File: src/rtl/lsu_pkg.sv
// Shared types and constants for the load/store sequencer.
package lsu_pkg;

   localparam int unsigned DATA_W = 32;

   typedef enum logic [1:0] {
      StIdle,
      StReq,
      StResp,
      StDone
   } lsu_state_t;

   localparam logic [2:0] F3_LB  = 3'd0;
   localparam logic [2:0] F3_LH  = 3'd1;
   localparam logic [2:0] F3_LW  = 3'd2;
   localparam logic [2:0] F3_LBU = 3'd4;
   localparam logic [2:0] F3_LHU = 3'd5;
   localparam logic [2:0] F3_SB  = 3'd0;
   localparam logic [2:0] F3_SH  = 3'd1;
   localparam logic [2:0] F3_SW  = 3'd2;

   localparam logic [3:0] BE_BYTE = 4'b0001;
   localparam logic [3:0] BE_HALF = 4'b0011;
   localparam logic [3:0] BE_WORD = 4'b1111;

endpackage

File: src/rtl/lsu_align.sv
// Combinational lane logic: byte enables, store-data replication, load extract/extend.
module lsu_align
   import lsu_pkg::*;
(
   input  logic [2:0]        i_funct3,
   input  logic [1:0]        i_addr_lo,
   input  logic [DATA_W-1:0] i_wdata,
   input  logic [DATA_W-1:0] i_bus_rdata,
   output logic [3:0]        o_be,
   output logic [DATA_W-1:0] o_wdata,
   output logic [DATA_W-1:0] o_rdata
);

   logic [DATA_W-1:0] w_shift;

   assign w_shift = i_bus_rdata >> {i_addr_lo, 3'b000};

   // Access size lives in funct3[1:0] for both loads and stores.
   always_comb begin
      o_be    = BE_WORD;
      o_wdata = i_wdata;
      case (i_funct3[1:0])
         F3_SB[1:0]: begin
            o_be    = BE_BYTE << i_addr_lo;
            o_wdata = {4{i_wdata[7:0]}};
         end
         F3_SH[1:0]: begin
            o_be    = BE_HALF << i_addr_lo;
            o_wdata = {2{i_wdata[15:0]}};
         end
         default: begin
            o_be    = BE_WORD;
            o_wdata = i_wdata;
         end
      endcase
   end

   always_comb begin
      o_rdata = i_bus_rdata;
      case (i_funct3)
         F3_LB:   o_rdata = {{24{w_shift[7]}}, w_shift[7:0]};
         F3_LBU:  o_rdata = {24'd0, w_shift[7:0]};
         F3_LH:   o_rdata = {{16{w_shift[15]}}, w_shift[15:0]};
         F3_LHU:  o_rdata = {16'd0, w_shift[15:0]};
         default: o_rdata = i_bus_rdata;
      endcase
   end

endmodule

File: src/rtl/lsu_ctrl.sv
// Load/store sequencer between execute and a handshaked data bus.
// Optional watchdog on gnt/rvalid waits enabled by LSU_TIMEOUT_EN.
module lsu_ctrl
   import lsu_pkg::*;
#(
   parameter int unsigned ADDR_W      = 32,
   parameter int unsigned DATA_W      = 32,
   parameter int unsigned TIMEOUT_CYC = 255
) (
   input  logic              i_clk,
   input  logic              i_rst,
   input  logic              i_start,
   input  logic              i_is_store,
   input  logic [2:0]        i_funct3,
   input  logic [ADDR_W-1:0] i_addr,
   input  logic [DATA_W-1:0] i_wdata,
   output logic              o_stall,
   output logic              o_done,
   output logic [DATA_W-1:0] o_rdata,
   output logic              o_err,
   output logic              o_bus_req,
   output logic              o_bus_we,
   output logic [ADDR_W-1:0] o_bus_addr,
   output logic [3:0]        o_bus_be,
   output logic [DATA_W-1:0] o_bus_wdata,
   input  logic              i_bus_gnt,
   input  logic              i_bus_rvalid,
   input  logic [DATA_W-1:0] i_bus_rdata
);

   lsu_state_t        r_state;
   lsu_state_t        w_state_nxt;
   logic              r_is_store;
   logic [2:0]        r_funct3;
   logic [ADDR_W-1:0] r_addr;
   logic [DATA_W-1:0] r_wdata;
   logic [DATA_W-1:0] r_rdata;
   logic              r_err;

   logic              w_accept;
   logic              w_illegal;
   logic              w_misal;
   logic              w_bad;
   logic              w_timeout;
   logic              w_wd_expired;
   logic              w_in_req;
   logic              w_load_done;
   logic [3:0]        w_be;
   logic [DATA_W-1:0] w_bwdata;
   logic [DATA_W-1:0] w_ext;

   lsu_align u_align (
      .i_funct3    (r_funct3),
      .i_addr_lo   (r_addr[1:0]),
      .i_wdata     (r_wdata),
      .i_bus_rdata (i_bus_rdata),
      .o_be        (w_be),
      .o_wdata     (w_bwdata),
      .o_rdata     (w_ext)
   );

   always_comb begin
      w_illegal = i_is_store ? (i_funct3 > 3'd2)
                             : (i_funct3 == 3'd3 || i_funct3[2:1] == 2'b11);
      w_misal   = (i_funct3[1:0] == 2'b01 && i_addr[0]) ||
                  (i_funct3[1:0] == 2'b10 && i_addr[1:0] != 2'b00);
      w_bad     = w_illegal || w_misal;
   end

   assign w_accept = (r_state == StIdle) && i_start;

`ifdef LSU_TIMEOUT_EN
   localparam int unsigned CntW = ($clog2(TIMEOUT_CYC + 1) > 8) ? $clog2(TIMEOUT_CYC + 1) : 8;

   logic [CntW-1:0] r_wdog;

   assign w_wd_expired = (r_wdog == CntW'(TIMEOUT_CYC - 1));

   // Counter restarts on every entry into a waiting state.
   always_ff @(posedge i_clk or posedge i_rst) begin
      if (i_rst) begin
         r_wdog <= '0;
      end else if (w_accept || (r_state == StReq && i_bus_gnt)) begin
         r_wdog <= '0;
      end else if (r_state == StReq || r_state == StResp) begin
         r_wdog <= r_wdog + CntW'(1);
      end
   end
`else
   assign w_wd_expired = 1'b0;
`endif

   always_comb begin
      w_state_nxt = r_state;
      w_timeout   = 1'b0;
      unique case (r_state)
         StIdle: begin
            if (i_start) w_state_nxt = w_bad ? StDone : StReq;
         end
         StReq: begin
            if (i_bus_gnt) begin
               w_state_nxt = r_is_store ? StDone : StResp;
            end else if (w_wd_expired) begin
               w_state_nxt = StDone;
               w_timeout   = 1'b1;
            end
         end
         StResp: begin
            if (i_bus_rvalid) begin
               w_state_nxt = StDone;
            end else if (w_wd_expired) begin
               w_state_nxt = StDone;
               w_timeout   = 1'b1;
            end
         end
         StDone:  w_state_nxt = StIdle;
         default: w_state_nxt = StIdle;
      endcase
   end

   assign w_load_done = (r_state == StResp) && i_bus_rvalid;

   always_ff @(posedge i_clk or posedge i_rst) begin
      if (i_rst) begin
         r_state    <= StIdle;
         r_is_store <= 1'b0;
         r_funct3   <= '0;
         r_addr     <= '0;
         r_wdata    <= '0;
         r_rdata    <= '0;
         r_err      <= 1'b0;
      end else begin
         r_state <= w_state_nxt;
         if (w_accept) begin
            r_is_store <= i_is_store;
            r_funct3   <= i_funct3;
            r_addr     <= i_addr;
            r_wdata    <= i_wdata;
            r_err      <= w_bad;
         end else if (w_timeout) begin
            r_err <= 1'b1;
         end
         if (w_load_done) r_rdata <= w_ext;
      end
   end

   // Bus fields come straight from the op registers, so they hold until gnt.
   assign w_in_req    = (r_state == StReq);
   assign o_bus_req   = w_in_req;
   assign o_bus_we    = w_in_req & r_is_store;
   assign o_bus_addr  = w_in_req ? {r_addr[ADDR_W-1:2], 2'b00} : '0;
   assign o_bus_be    = w_in_req ? w_be : 4'b0000;
   assign o_bus_wdata = w_in_req ? w_bwdata : '0;

   assign o_done  = (r_state == StDone);
   assign o_err   = o_done & r_err;
   assign o_rdata = r_rdata;
   assign o_stall = w_accept || (r_state == StReq) || (r_state == StResp);

endmodule
File: config.mk
export PLATFORM = sky130hd
export DESIGN_NAME = lsu_ctrl
export DESIGN_NICKNAME = d
export VERILOG_FILES = /design/src/rtl/lsu_pkg.sv /design/src/rtl/lsu_align.sv /design/src/rtl/lsu_ctrl.sv
export SDC_FILE = /design/constraint.sdc
export NUM_CORES = 1
export LEC_CHECK = 0
export CAP_MARGIN = 20
export CORE_MARGIN = 2
export CORE_UTILIZATION = 30
export DETAILED_ROUTE_END_ITERATION = 12
export MAX_ROUTING_LAYER = met4
export PLACE_DENSITY_LB_ADDON = 0.1
export SKIP_LAST_GASP = 1
export SLEW_MARGIN = 20
export SYNTH_ARGS = -nofsm -noshare
export SYNTH_HDL_FRONTEND = slang
export SYNTH_HIERARCHICAL = 1
export SYNTH_SLANG_ARGS = --single-unit
File: constraint.sdc
create_clock -name i_clk -period 4.3 [get_ports i_clk]
set_input_delay 0.86 -clock i_clk [delete_from_list [all_inputs] [get_ports i_clk]]
set_output_delay 0.86 -clock i_clk [all_outputs]
set_load 0.05 [all_outputs]
Yosys cells after proc, flatten, opt, wreduce, memory -nomap -nowiden:

Index checks and enable logic that the tools add are counted.

* shifts and indexed selects: 3
* order comparisons: 1
* reduce and logical (&&, ||, !) cells: 14
* eq/ne operators: 14
* bitwise logic cells: 2
* mux-type cells: 14

Operators by type and width (number)
* one-hot mux 32 bit (4 select lines): 1
* 2-to-1 mux 32 bit: 2
* one-hot mux 32 bit (2 select lines): 1
* right shift 32 x 5 -> 16 bit: 1
* == test 2 bit, second input constant: 4
* 2-to-1 mux 2 bit: 4
* one-hot mux 2 bit (4 select lines): 1
* one-hot mux 4 bit (2 select lines): 1
* == test 2 x 1 -> 1 bit, second input constant: 3
* == test 3 bit, second input constant: 2
* inequality test 2 bit, second input constant: 3
* logical OR 1 bit: 5
* logical AND 1 bit: 4
* zero test 2 bit: 2
* 2-to-1 mux 4 bit: 1
* left shift 1 x 2 -> 4 bit, first input constant: 1
* left shift 2 x 2 -> 4 bit, first input constant: 1
* == test 3 x 1 -> 1 bit, second input constant: 1
* == test 3 x 2 -> 1 bit, second input constant: 1
* greater-than comparator 3 x 2 -> 1 bit, second input constant: 1
* zero test 3 bit: 1
* 2-to-1 mux 1 bit: 3
* AND reduction 3 bit: 1
* bitwise AND 1 bit: 2
* nonzero test 2 bit: 1

* output and inout port bits: 105
* logic and storage cells: 55
* bits of input ports: 105
* register bits: 103

Logic depth before layout (Yosys ltp):

Gate-level depths: netlist (run 1).

* depth after elaboration: 7
* gate-level depth with buffers: 7
* gate-level depth less buffers: 5

Modules after synthesis:

The synthesis (run 1) kept the hierarchy.

By module, submodules not included
* lsu_ctrl: area each 4479.3 um^2, cells each 319, sequential area each 2577.5 um^2, times used 1
* lsu_align: area each 1321.3 um^2, cells each 180, sequential area each 0.0 um^2, times used 1

Worst setup path before layout (run 1):

No wires, ideal clock.

* path kind: register -> output
* start: reg r_state[1]
* end: out o_bus_addr[31]
* required time: 3440 ps
* data arrival time: 1903 ps
* buffers on the path: 2
* cell stages (with the launch flop): 6
* path slack: 1537 ps
* cell sequence: dfrtp_1 > inv_1 > ha_1 > clkbuf_2 > clkbuf_2 > and2_1

* word-level cells in the longest chain between the ends: 2

RTL lines
* start, declared: RTL line lsu_ctrl.sv:31 `lsu_state_t r_state;`
* start signal, assigned: RTL line lsu_ctrl.sv:125 `r_state <= StIdle;`
* start signal, assigned: RTL line lsu_ctrl.sv:133 `r_state <= w_state_nxt;`
* == test 2 x 1 -> 1 bit: RTL line lsu_ctrl.sv:148 `assign w_in_req = (r_state == StReq);`
* net o_bus_req: RTL line lsu_ctrl.sv:21 `output logic o_bus_req,`
* 2-to-1 mux 32 bit: RTL line lsu_ctrl.sv:151 `assign o_bus_addr = w_in_req ? {r_addr[ADDR_W-1:2], 2'b00} : '0;`
* end, declared: RTL line lsu_ctrl.sv:23 `output logic [ADDR_W-1:0] o_bus_addr,`

The timed path passes the listed nets, and every way through them passes these cells.

Worst setup path in the final report (run 1):

* start: reg r_state[1]
* end: out o_bus_addr[2]

* word-level cells in the longest chain between the ends: 2

RTL lines (RTL line)
* == test 2 x 1 -> 1 bit: lsu_ctrl.sv:148
* 2-to-1 mux 32 bit: lsu_ctrl.sv:151

No other way between the ends.

==> impl_table.tex, run 1 <==
\begin{tabular}{lr}
\hline
Metric & Value \\
\hline
\multicolumn{2}{l}{\textbf{Routing}} \\
\quad Final wirelength & 17.0 mm \\
\quad DRT Pass-1 Iters & 7 \\
\quad \# DRC & 0 \\
\quad WL per Instance & 18.0 um \\
\quad Via-per-instance ratio & 4.76 \\
\quad Via count of the routed design & 4500 \\
\quad Number of design-rule violations left by the first detailed-router iteration & 185 \\
\quad Post-DRT Antenna Nets & 0 \\
\multicolumn{2}{l}{\textbf{Global route}} \\
\quad Leftover overflow at the end of global routing & 0 \\
\quad Largest net degree at the start of global routing & 71 \\
\quad Number of antenna violations at the first check in global routing & 0 \\
\quad Global-route wire length before repair & 26.2 mm \\
\quad Global Route Usage Sum & 0.170 \\
\quad Vias in the first global route & 4681 \\
\multicolumn{2}{l}{\textbf{Timing}} \\
\quad Slew at the pin closest to its max-slew limit & 0.920 ns \\
\quad Final setup TNS & 0 ns \\
\quad Total count of max-transition violations in the final report & 0 \\
\quad Hold Violations, Final & 0 \\
\quad Worst slew margin relative to its limit & 0.387 \\
\quad Layout Skew & 0.00783 ns \\
\quad Period utilization & 0.860 \\
\quad Setup repair after global routing missed its margin & no \\
\quad Fmax & 270 MHz \\
\quad Min Tclk post-route & 3.70 ns \\
\quad Number of setup violations in the final report & 0 \\
\multicolumn{2}{l}{\textbf{Critical path}} \\
\quad Critical path cell sequence & inv\_1 -> ha\_2 -> buf\_4 -> and2\_1 -> clkdlybuf4s50\_1 \\
\quad Crit Path Max Fanout & 37 \\
\quad Worst path arrival time & 2.84 ns \\
\quad Type of element launching the critical path & flip-flop \\
\quad Critical Setup Path Class & flip-flop to output pin \\
\quad Kind of capture point of the worst setup path & output pin \\
\quad Standard cell with the maximum stage delay on the critical path & clkdlybuf4s50\_1 \\
\quad Critical path required time & 3.44 ns \\
\quad Slowest Stage Delay on Critical Path & 0.81 ns \\
\multicolumn{2}{l}{\textbf{Clocking}} \\
\quad Number of clock sinks & 103 \\
\quad TritonCTS clock tree & yes \\
\quad H-tree levels & 3 \\
\quad CTS root buffer & clkbuf\_16 \\
\quad Clock Path Buffers & 2 \\
\quad Hold-fix buffers at CTS & 0 \\
\quad TritonCTS Buffers & 9 \\
\quad Quantity of gates resized following cts & 0 \\
\quad Clock latency of the later-clocked register in the worst-skew pair & 0.35 ns \\
\quad Clock transition at the registers of the reported paths & 0.08 ns \\
\quad Number of setup buffers added after CTS & 0 \\
\multicolumn{2}{l}{\textbf{Power and ir drop}} \\
\quad Power per cell area & 891 nW/um\^{}2 \\
\quad Peak supply drop & 0.326 mV \\
\quad Power after layout & 7.37 mW \\
\quad Leakage & 3.43 nW \\
\multicolumn{2}{l}{\textbf{Placed design}} \\
\quad HPWL reported at the end of detailed placement & 11.8 mm \\
\quad Global placement routability congestion & 0.808 \\
\quad Number of buffers inserted by port buffering & 207 \\
\multicolumn{2}{l}{\textbf{Logic synthesis}} \\
\quad Cells after Synth & 499 \\
\quad Dominant cell type by area after synthesis & dfrtp\_1 \\
\quad Ys flop type & dfrtp\_1 \\
\quad Combined area of all synthesized cells & 5800 sq um \\
\quad Synthesis-stage register bit count & 103 \\
\quad Average instance area after synthesis & 11.6 sq um \\
\quad Area share of the largest cell type after synthesis & 0.444 \\
\quad Post-synth ARST share & 1.00 \\
\quad Top cells by instance count after synthesis & mux2\_2, dfrtp\_1, and2\_1 \\
\quad Number of flops mapped to enable cells by yosys & 0 \\
\quad Most common cell in the netlist & mux2\_2 \\
\quad Sequential-to-total area share from yosys stat & 0.444 \\
\quad Total number of yosys warnings & 6 \\
\quad Largest cells by area after synthesis & dfrtp\_1, mux2\_2, and2\_1, mux2i\_1, buf\_4 \\
\quad Number of distinct library cells after synthesis & 43 \\
\multicolumn{2}{l}{\textbf{Run status}} \\
\quad Status & finished, final reports clean \\
\multicolumn{2}{l}{\textbf{Die}} \\
\quad Full die area & 20500 sq um \\
\quad Total core area & 18800 sq um \\
\quad Site Rows & 50 \\
\quad \# IOs & 210 \\
\quad Die Ht & 143 um \\
\quad Floorplan die width & 143 um \\
\quad Initial Utilization & 0.308 \\
\multicolumn{2}{l}{\textbf{Cells and area}} \\
\quad Nets@finish & 790 \\
\quad Share of layout cells above drive strength 1 & 0.235 \\
\quad Count of inserted antenna diode cells & 0 \\
\quad Area added between synthesis and finish & 42.7\% \\
\multicolumn{2}{l}{\textbf{Hold path}} \\
\quad Tightest Hold Check Type & flip-flop to flip-flop \\
\multicolumn{2}{l}{\textbf{Flow run}} \\
\quad Max-capacitance violation count & 0 \\
\hline
\end{tabular}
[worst max-delay path: cells and delay by family (launching register included)]
family | cells | cell delay, ns
and+or+nand+nor | 1 | 0.19
DFF | 1 | 0.43
buffers and inverters | 3 | 1.33
adders and majority gates | 1 | 0.52
[final timing paths]
| check | start | slack [ns] | to | depth (start not counted) |
|---|---|---|---|---|
| worst max-delay path | r_state[1] | 0.60 | o_bus_addr[2] | 5 |
| worst min-delay path | r_err | 0.50 | r_err | 2 |
| worst max register to register | r_addr[1] | 1.94 | o_rdata[21] | 5 |
| worst min register to register | r_err | 0.50 | r_err | 2 |
| max in group asynchronous | i_rst | 2.61 | r_funct3[1] | 3 |
| min in group asynchronous | i_rst | 0.91 | r_addr[5] | 2 |
[cell families after synthesis]
group	synth area share
simple gates	0.116
other cells	0.000646
buf+inv	0.0630
compound gates	0.0871
mux	0.278
flops	0.444
fa+ha+maj	0.0108
[per-layer routing]
layer	GRT usage	part of all wire
met4	0.0500	0.013
met3	0.0389	0.067
met2	0.260	0.46
met5	-	0
met1	0.226	0.46
[final cells by class]
type	instances	area (sq um)
clock buffer	9	225
clock inverter	7	80.1
fill	1798	10600
inverter	13	51.3
multi-input combinational	337	2860
sequential	103	2580
tap	260	325
timing repair buffer	216	2150
[through the flow]
step | area [sq um] | hold WS, ns | instances | setup slack, ns | utilization
global route | 8280 | 0.522 | 945 | 0.363 | 0.440
floorplan | 5800 | 0.441 | 500 | 0.736 | -
finish | 8280 | 0.502 | 945 | 0.602 | 0.440
detailed placement | 7970 | 0.487 | 929 | 0.937 | 0.423
CTS | 8280 | 0.503 | 945 | 0.530 | 0.440
global placement | 7970 | 0.478 | 929 | 0.977 | 0.423
[report_power, final]
group / internal, mW / switching, mW / total (mW)
sequential: 1.46 / 0.341 / 1.80
clock: 0.461 / 0.413 / 0.874
combinational: 1.90 / 2.80 / 4.70
[flip-flops by register name, summed over array words and instances (netlist names)]
| register | flops |
|---|---|
| o_rdata | 32 |
| r_addr | 32 |
| r_err | 1 |
| r_funct3 | 3 |
| r_is_store | 1 |
| r_state | 2 |
| r_wdata | 32 |
[cells in the final DEF, fill, tap and decap left out, types with 4 or more instances in the layout]
| cell type | synthesis | final |
|---|---|---|
| clkdlybuf4s50_1 | 0 | 207 |
| mux2_2 | 123 | 123 |
| dfrtp_1 | 103 | 102 |
| and2_1 | 69 | 69 |
| nand2_1 | 30 | 30 |
| mux2i_1 | 19 | 19 |
| o21ai_0 | 17 | 17 |
| inv_1 | 12 | 11 |
| o31ai_1 | 11 | 11 |
| clkbuf_16 | 0 | 9 |
| buf_4 | 16 | 8 |
| o211a_1 | 8 | 8 |
| o221ai_1 | 8 | 8 |
| o32ai_1 | 7 | 7 |
| a22oi_1 | 7 | 7 |
| nand2b_1 | 6 | 6 |
| ha_1 | 5 | 4 |
Power figures use the tool's default switching activity.
==> run 2, diff against run 1 <==
- clock period: 4.3 -> 3.6 ns (I/O delays scaled with it)
==> run 2 against run 1 <==
Against the previous run:
- flip-flop and latch count unchanged
- highest routed layer unchanged
- first-iteration DRC count up 11%
- sequential power increased by 20%
- critical endpoint is now o_bus_we
==> impl_table.tex, run 2 (same netlist as run 1, synthesis figures left out) <==
\begin{tabular}{lr}
\hline
Metric & Value \\
\hline
\multicolumn{2}{l}{\textbf{Cells and area}} \\
\quad Multi-input combinational cell area & 2860 sq um (unchanged) \\
\quad Count of inserted antenna diode cells & 0 (unchanged) \\
\quad Share of layout cells above drive strength 1 & 0.251 (+0.0161) \\
\quad Layout Utilization & 0.440 (unchanged) \\
\quad Layout fillers & 1771 (-1.5\%) \\
\quad Area added between synthesis and finish & 42.7\% (unchanged) \\
\quad Nets@finish & 790 (unchanged) \\
\quad Sequential cell area & 2580 sq um (unchanged) \\
\quad Commonest cells after routing, fill and taps aside & clkdlybuf4s50\_1, mux2\_2, dfrtp\_1 \\
\quad Most common cell after layout, fill and taps aside & clkdlybuf4s50\_1 \\
\multicolumn{2}{l}{\textbf{Die}} \\
\quad \# IOs & 210 (unchanged) \\
\quad Initial Utilization & 0.308 (unchanged) \\
\quad Full die area & 20500 sq um (unchanged) \\
\quad Die Ht & 143 um (unchanged) \\
\quad Total core area & 18800 sq um (unchanged) \\
\quad Site Rows & 50 (unchanged) \\
\quad Floorplan die width & 143 um (unchanged) \\
\multicolumn{2}{l}{\textbf{Power and ir drop}} \\
\quad Sw Share & 0.479 (-0.00265) \\
\quad Peak supply drop & 0.472 mV (+45\%) \\
\quad Leakage & 3.45 nW (+0.68\%) \\
\quad Proportion of power drawn by combinational gates & 0.644 (+0.007) \\
\quad Internal portion of total power & 4.55 mW (+19\%) \\
\quad Clock Power Share & 0.109 (-0.009) \\
\quad P\_sw & 4.18 mW (+18\%) \\
\quad Power per cell area & 1060 nW/um\^{}2 (+18\%) \\
\quad Part of the power in registers & 0.247 (+0.003) \\
\multicolumn{2}{l}{\textbf{Global route}} \\
\quad Met2 Track Usage GR & 0.263 (+0.00302) \\
\quad Global Route Usage Sum & 0.168 (-0.00245) \\
\quad Global-route wire length before repair & 26.0 mm (-0.79\%) \\
\quad Largest net degree at the start of global routing & 84 (+18\%) \\
\quad Global routing usage on met3 & 0.0439 (+0.00503) \\
\quad GRT met1 Usage & 0.218 (-0.00835) \\
\quad Vias in the first global route & 4759 (+1.7\%) \\
\quad Most congested layer reported by global routing & met2 \\
\quad Number of antenna violations at the first check in global routing & 0 (unchanged) \\
\quad Leftover overflow at the end of global routing & 0 (unchanged) \\
\multicolumn{2}{l}{\textbf{Placed design}} \\
\quad Number of buffers inserted by port buffering & 207 (unchanged) \\
\quad HPWL reported at the end of detailed placement & 11.8 mm (-0.58\%) \\
\quad Pre-CTS setup slack & 0.641 ns (-0.296 ns) \\
\quad Global placement routability congestion & 0.835 (+3.4\%) \\
\multicolumn{2}{l}{\textbf{Critical path}} \\
\quad Worst Path Buf+Inv & 3 (unchanged) \\
\quad Critical Setup Path Class & flip-flop to output pin \\
\quad Family with the most delay on the worst path & buffers and inverters \\
\quad Standard cell with the maximum stage delay on the critical path & clkdlybuf4s50\_1 \\
\quad Critical path cell sequence & inv\_1 -> ha\_2 -> buf\_12 -> and2\_1 -> clkdlybuf4s50\_1 \\
\quad Type of element launching the critical path & flip-flop \\
\quad Kind of capture point of the worst setup path & output pin \\
\quad Endpoint of the lowest-slack register-to-register path & o\_rdata[14] \\
\quad Slowest Stage Delay on Critical Path & 0.83 ns (+0.02 ns) \\
\quad Flop2flop setup slack & 1.24 ns (-0.70 ns) \\
\quad Worst path arrival time & 2.57 ns (-0.27 ns) \\
\quad Critical path required time & 2.88 ns (-0.56 ns) \\
\quad Crit Path Max Fanout & 50 (+35\%) \\
\quad Cells on worst reg2reg path & 5 (unchanged) \\
\quad Launch instance of the worst register-to-register path & r\_funct3[1] \\
\multicolumn{2}{l}{\textbf{Clocking}} \\
\quad Quantity of gates resized following cts & 0 (unchanged) \\
\quad Clock latency of the later-clocked register in the worst-skew pair & 0.35 ns (about the same) \\
\quad H-tree levels & 3 (unchanged) \\
\quad TritonCTS Buffers & 9 (unchanged) \\
\quad Hold-fix buffers at CTS & 0 (unchanged) \\
\quad Clock transition at the registers of the reported paths & 0.07 ns (about the same) \\
\quad Number of setup buffers added after CTS & 0 (unchanged) \\
\quad CTS root buffer & clkbuf\_16 \\
\quad Clock Path Buffers & 2 (unchanged) \\
\quad Number of clock sinks & 103 (unchanged) \\
\quad TritonCTS clock tree & yes \\
\multicolumn{2}{l}{\textbf{Hold path}} \\
\quad Min-Delay Path Depth & 2 (unchanged) \\
\quad Tightest Hold Check Type & flip-flop to flip-flop \\
\quad Min-Delay Endpoint & r\_err \\
\quad Hold path start & r\_err \\
\multicolumn{2}{l}{\textbf{Timing}} \\
\quad Min Tclk post-route & 3.29 ns \\
\quad Total count of max-transition violations in the final report & 0 (unchanged) \\
\quad Layout Skew & 0.00849 ns (+0.000656 ns) \\
\quad Setup repair after global routing missed its margin & no \\
\quad Slew at the pin closest to its max-slew limit & 0.638 ns (-0.282 ns) \\
\quad Fmax & 304 MHz \\
\quad Number of setup violations in the final report & 0 (unchanged) \\
\quad Final setup TNS & 0 ns (unchanged) \\
\quad Period utilization & 0.913 \\
\quad Hold Violations, Final & 0 (unchanged) \\
\quad Worst slew margin relative to its limit & 0.574 (+0.187) \\
\quad Post-route worst setup slack & 0.312 ns (-0.290 ns) \\
\multicolumn{2}{l}{\textbf{Routing}} \\
\quad Post-DRT Antenna Nets & 0 (unchanged) \\
\quad WL per Instance & 17.7 um (-1.2\%) \\
\quad Via-per-instance ratio & 4.72 (-0.93\%) \\
\quad DRT Pass-1 Iters & 5 (-2) \\
\quad Final wirelength & 16.8 mm (-1.2\%) \\
\quad \# DRC & 0 (unchanged) \\
\quad Number of design-rule violations left by the first detailed-router iteration & 206 (+11\%) \\
\quad Via count of the routed design & 4458 (-0.93\%) \\
\multicolumn{2}{l}{\textbf{Flow run}} \\
\quad Max-capacitance violation count & 0 (unchanged) \\
\multicolumn{2}{l}{\textbf{Run status}} \\
\quad Status & finished, final reports clean \\
\hline
\end{tabular}
## run 2: worst max-delay path by stage
stage	start	to	slack (ns)	cells past startpoint
global placement	r_state[1]	o_bus_we	0.70	5
global route	r_state[1]	o_bus_we	0.14	5
floorplan	i_rst	o_rdata[0]	0.18	1
finish	r_state[1]	o_bus_we	0.31	5
detailed placement	r_state[1]	o_bus_we	0.64	5
CTS	r_state[1]	o_bus_we	0.24	5
## run 2: cell type report
| type | count | area share |
|---|---|---|
| sequential | 103 | 0.312 |
| timing repair buffer | 216 | 0.262 |
| clock inverter | 4 | 0.00348 |
| multi-input combinational | 337 | 0.346 |
| inverter | 13 | 0.00620 |
| clock buffer | 12 | 0.0310 |
| tap | 260 | 0.0393 |
## run 2: worst min-delay path: stages, from the launching register on
cell and delay [ns]:
dfrtp_1 0.35, nand2_1 0.05, o31ai_1 0.05
## run 2: power by group through the flow
stage | Combinational (mW) | Clock [mW] | Sequential (mW)
after global placement | 5.64 | 0 | 2.16
after CTS | 5.69 | 0.992 | 2.17
after floorplan | 3.60 | 0 | 2.60
final | 5.62 | 0.951 | 2.16
after global routing | 5.96 | 1.04 | 2.25
after detailed placement | 5.67 | 0 | 2.18
## run 2: through the flow
stage                     hold slack (ns)  power [mW]  cell area (sq um)  instances
after floorplan                     0.441        6.20               5800        500
after global placement              0.480        7.80               7990        929
after detailed placement            0.484        7.85               7990        929
after CTS                           0.501        8.85               8280        945
after global routing                0.516        9.24               8280        945
final                               0.488        8.73               8280        945
## run 2: layer usage
metal / vias to the layer above / part of all wire
li1: 2106 / -
met2: 166 / 0.47
met5: - / 0
met3: 11 / 0.079
met1: 2175 / 0.44
met4: 0 / 0.0086
==> run 3, diff against run 2 <==
- CAP_MARGIN: 20 -> default
==> results of run 3 <==
Final layout, timing and power as in run 2 (identical DEF).
==> RTL edit 1 (flow settings as in run 3) <==
Encoding of `lsu_state_t`: now one-hot (4 bits for 4 states).
--- a/src/rtl/lsu_pkg.sv
+++ b/src/rtl/lsu_pkg.sv
@@ -4,9 +4,9 @@
    localparam int unsigned DATA_W = 32;
 
-   typedef enum logic [1:0] {
-      StIdle,
-      StReq,
-      StResp,
-      StDone
+   typedef enum logic [3:0] {
+      StIdle = 4'b0001,
+      StReq  = 4'b0010,
+      StResp = 4'b0100,
+      StDone = 4'b1000
    } lsu_state_t;
 
Function: same outputs for any inputs over 4 cycles, from zero or initial values and one cycle with i_rst high; so few cycles prove little.
==> RTL edit 1 against run 3 <==
- count of clock-buffer cells in the layout shrank 1
- setup slack better by 0.11 ns
- wire length increased by 3.0%
- cell area decreased by 0.36%
- synthesized area grew 0.65%
- sequential cell count rose by 2
- highest routed layer unchanged
Power is not compared: it rests on default switching activity, and its combinational part moved more than twofold at a synthesized area within 25%.
==> RTL edit 1: results <==
metrics = {
    "clocking": {
        "clk_pin_slew_ns": 0.07,
        "cts_resized": 0,
        "root_buffer": "clkbuf_16",
        "htreeDepth": 3,
        "cts.path.max_buffers": 2,
        "cts_buffers": 9,
        "clk_latency_ns": 0.35,
        "cts_setup_buffers": 0,
    },
    "synth": {
        "ys_warn_count": 6,
        "ys_top_cells_by_count": "dfrtp_1 (104), mux2_2 (102), and2_1 (68), nand2_1 (28), o21ai_0 (21)",
        "yosys-top-cells-area": "dfrtp_1 (45%), mux2_2 (20%), and2_1 (7.3%)",
        "synth_cell_types": 46,
        "ys_seq_area_share_pct": 45.0,
        "synthArstFlopShare_pct": 100,
    },
    "status": {
        "status": "finished clean",
    },
    "drt": {
        "first_iter_violations": 190,
        "dr.pass1.iters": 4,
        "routed_via_density": 4.78,
        "wirelength_um": 17300,
    },
    "worst_setup_path": {
        "slowest_stage": "clkdlybuf4s50_1",
        "cp_top_family": "buffers and inverters",
        "critPathMaxFanout": 22,
        "critPathMaxStageDelay_ns": 0.80,
    },
    "finish": {
        "n_antenna_cell": 0,
        "drive_gt1_share_pct": 28.1,
        "n_fill_cell": 1870,
        "final_nets": 794,
    },
    "global_route": {
        "grt_pass1_vias": 4755,
        "antenna_found_initial": 0,
        "grt.total_usage_pct": 17.2,
        "grt_max_degree": 69,
        "grt_pass1_wl_um": 26300,
    },
    "power": {
        "p_leak_nw": 3.57,
        "irDropWorstVdd_uv": 297,
    },
    "worst_hold_path": {
        "hold_path_class": "flop to flop",
    },
    "sta": {
        "skew_ns": 0.00562,
        "drv_slew": 0,
        "tightest_slew_ns": 0.678,
    },
    "place": {
        "gp_congestion": 0.829,
        "io_buffer_count": 207,
        "hpwl_um": 12400,
    },
}
==> RTL edit 1: cell types whose count changed after synthesis, moves of 3 or more <==
cell,delta
buf_2,+5
mux2_1,+20
ha_1,-5
nor4_1,+3
o21ai_0,+4
mux2_2,-21
buf_6,-5
==> RTL edit 1: per-layer routing <==
metal,share of wire [%],track usage [%]
met1,43,21.3
met2,48,27.4
met3,7.1,4.20
met4,1.9,6.19
met5,0,-
==> RTL edit 1: cells by family (layout without fill, tap and decap cells) <==
group	Yosys count	count (layout)	synth area share [%]
buffers and inverters	60	247	5.74
and+or+nand+nor	125	125	12.6
other	1	2	0.0642
AOI/OAI and AO/OA	73	73	9.34
muxes	142	142	27.2
DFF	105	105	45.0
==> RTL edit 1: final cells by class <==
type	count	area share, %
Clock buffer	11	2.82
Tap cell	265	4.02
Sequential cell	105	31.9
Multi-Input combinational cell	342	35.0
Clock inverter	5	0.379
Inverter	12	0.577
Timing Repair Buffer	219	25.3
==> RTL edit 1: path summary, 6_finish.rpt <==
| check | start | to | slack (ns) | cells past startpoint |
|---|---|---|---|---|
| worst max-delay path | r_state[2] | o_bus_wdata[27] | 0.42 | 5 |
| worst min-delay path | r_wdata[17] | r_wdata[17] | 0.48 | 1 |
| worst max register to register | r_funct3[0] | o_rdata[8] | 1.36 | 4 |
| worst min register to register | r_wdata[17] | r_wdata[17] | 0.48 | 1 |
| max in group asynchronous | i_rst | r_state[0] | 2.10 | 3 |
| min in group asynchronous | i_rst | r_addr[18] | 0.75 | 2 |
==> RTL edit 1: power by group <==
| part | internal, mW | total (mW) | switching [mW] |
|---|---|---|---|
| clock network | 0.470 | 0.927 | 0.457 |
| registers | 1.61 | 1.97 | 0.354 |
| logic | 1.11 | 2.31 | 1.20 |
| total | 3.20 | 5.21 | 2.01 |
==> RTL edit 1: stage by stage <==
stage | utilization (%) | cell area, µm² | power, mW | worst slack [ns] | cells
after CTS | 42.8 | 8250 | 5.28 | 0.376 | 959
after global routing | 42.8 | 8250 | 5.54 | 0.298 | 959
after global placement | 41.4 | 7980 | 4.26 | 0.493 | 943
after floorplan | - | 5840 | 3.70 | 0.0161 | 507
final | 42.8 | 8250 | 5.21 | 0.419 | 959
after detailed placement | 41.4 | 7980 | 4.32 | 0.503 | 943
==> RTL edit 2 (settings of run 3) <==
Without the edit above. Set the parameter `ADDR_W` to 28 (it was 32).
--- a/src/rtl/lsu_ctrl.sv
+++ b/src/rtl/lsu_ctrl.sv
@@ -4,5 +4,5 @@
    import lsu_pkg::*;
 #(
-   parameter int unsigned ADDR_W      = 32,
+   parameter int unsigned ADDR_W      = 28,
    parameter int unsigned DATA_W      = 32,
    parameter int unsigned TIMEOUT_CYC = 255
Interface: changed (resized i_addr and o_bus_addr); port bits go from 210 to 202. No check against the original RTL was run, so the function may have changed too.
==> RTL edit 2 against run 3 <==
- wire length fell by 4.9%
- global-route usage down 0.54 points
- non-clock buffer count shrank 4
- synthesized area down 1.8%
- highest routed layer unchanged
- power fell by 2.5%
- synthesized cell count decreased by 2.4%
- sequential cell count fell by 4
- setup slack got worse by 0.10 ns
- largest power group unchanged
- cell area decreased by 2.7%
- fmax fell by 3.0%
==> RTL edit 2: results <==
metrics = {
    "power": {
        "p_leak_nw": 3.47,
        "power_density_nw_per_um2": 1060,
        "irDropWorstVdd_uv": 490,
    },
    "worst_setup_path": {
        "r2r_end": "r_wdata[28]",
        "critPathMaxStageDelay_ns": 0.81,
        "cp_top_family": "buffers and inverters",
        "worstPathArrival_ns": 2.67,
        "slowest_stage": "clkdlybuf4s50_1",
        "r2r_start": "r_state[0]",
        "r2r_cells": 5,
        "cp-endpoint": "o_bus_wdata[29]",
        "critPathMaxFanout": 28,
        "r2r_slack_ns": 1.29,
        "critPathLaunch": "r_state[1]",
    },
    "drt": {
        "vias": 4271,
        "routed_via_density": 4.74,
        "wirelength_um": 15900,
        "first_iter_violations": 168,
        "dr.pass1.iters": 4,
    },
    "place": {
        "gp_congestion": 0.787,
        "placed_cells": 887,
        "io_buffer_count": 199,
        "place_ws_ns": 0.516,
        "place_area_um2": 7790,
        "hpwl_um": 11700,
    },
    "sta": {
        "slew_headroom_pct": 49.0,
        "skew_ns": 0.00481,
        "period_minus_slack_ns": 3.39,
    },
    "global_route": {
        "antenna_found_initial": 0,
        "grt_pass1_vias": 4394,
        "grt_max_degree": 71,
        "grt.total_usage_pct": 16.2,
        "grt_pass1_wl_um": 24400,
    },
    "clocking": {
        "cts_buffers": 9,
        "cts.path.max_buffers": 2,
        "cts_resized": 0,
        "htreeDepth": 3,
        "clk_pin_slew_ns": 0.07,
        "cts_setup_buffers": 0,
        "root_buffer": "clkbuf_16",
        "clk_latency_ns": 0.34,
    },
    "worst_hold_path": {
        "hold_path_class": "flop to flop",
    },
    "synth": {
        "ys_seq_area_share_pct": 43.5,
        "synthArstFlopShare_pct": 100,
        "synth_cell_types": 41,
        "yosys-top-cells-area": "dfrtp_1 (43%), mux2_2 (18%), and2_1 (7.1%)",
        "ys_warn_count": 6,
        "synth_cells": 487,
        "ys_top_cells_by_count": "dfrtp_1 (99), mux2_2 (93), and2_1 (65), nand2_1 (31), mux2_4 (27)",
    },
    "status": {
        "status": "finished clean",
    },
    "finish": {
        "drive_gt1_share_pct": 25.0,
        "n_fill_cell": 1779,
        "final_nets": 770,
        "n_antenna_cell": 0,
    },
}
RTL edit 2: layer usage:
metal	track usage (%)	routed length, µm	vias to the layer above
met3	3.61	901	10
met1	20.5	7020	2076
met4	5.37	172	0
met5	-	0	-
li1	-	-	2055
met2	25.9	7850	130
RTL edit 2: cells by family (layout without fill, tap and decap cells):
group           count (synthesis)  in the layout  share of synthesized area [%]
simple gates                  116            116                           11.3
flops                          99             99                           43.5
other cells                     1              2                         0.0658
mux                           140            140                           29.2
fa+ha+maj                       5              5                           1.10
buf+inv                        60            240                           5.89
compound gates                 66             66                           8.88
RTL edit 2: how the worst min path moves through the flow:
stage	start	to	slack, ns	cells past startpoint
2_1_floorplan	r_err	r_err	0.44	2
3_3_place_gp	r_addr[15]	r_addr[15]	0.48	1
3_5_place_dp	r_err	r_err	0.48	2
4_1_cts	r_err	r_err	0.50	2
5_1_grt	r_addr[3]	r_addr[3]	0.51	1
6_report	r_err	r_err	0.49	2
RTL edit 2: where the power goes:
group	switching, mW	total, mW	leakage (nW)	internal, mW
logic	3.24	5.55	2.16	2.31
registers	0.404	2.08	1.19	1.68
clock network	0.408	0.892	0.126	0.484
total	4.05	8.52	3.47	4.47
RTL edit 2: cell type report:
class | count | share of cell area [%]
tap | 234 | 3.63
inverter | 13 | 0.637
sequential | 99 | 30.8
timing repair buffer | 212 | 25.8
multi-input combinational | 329 | 36.0
clock buffer | 13 | 3.11
clock inverter | 2 | 0.155
RTL edit 2: worst reg2reg max path: stages (launching register included):
cell,delay [ns]
dfrtp_1,0.42
inv_1,0.12
ha_1,0.26
nand2_4,0.27
buf_4,0.67
mux2_2,0.45
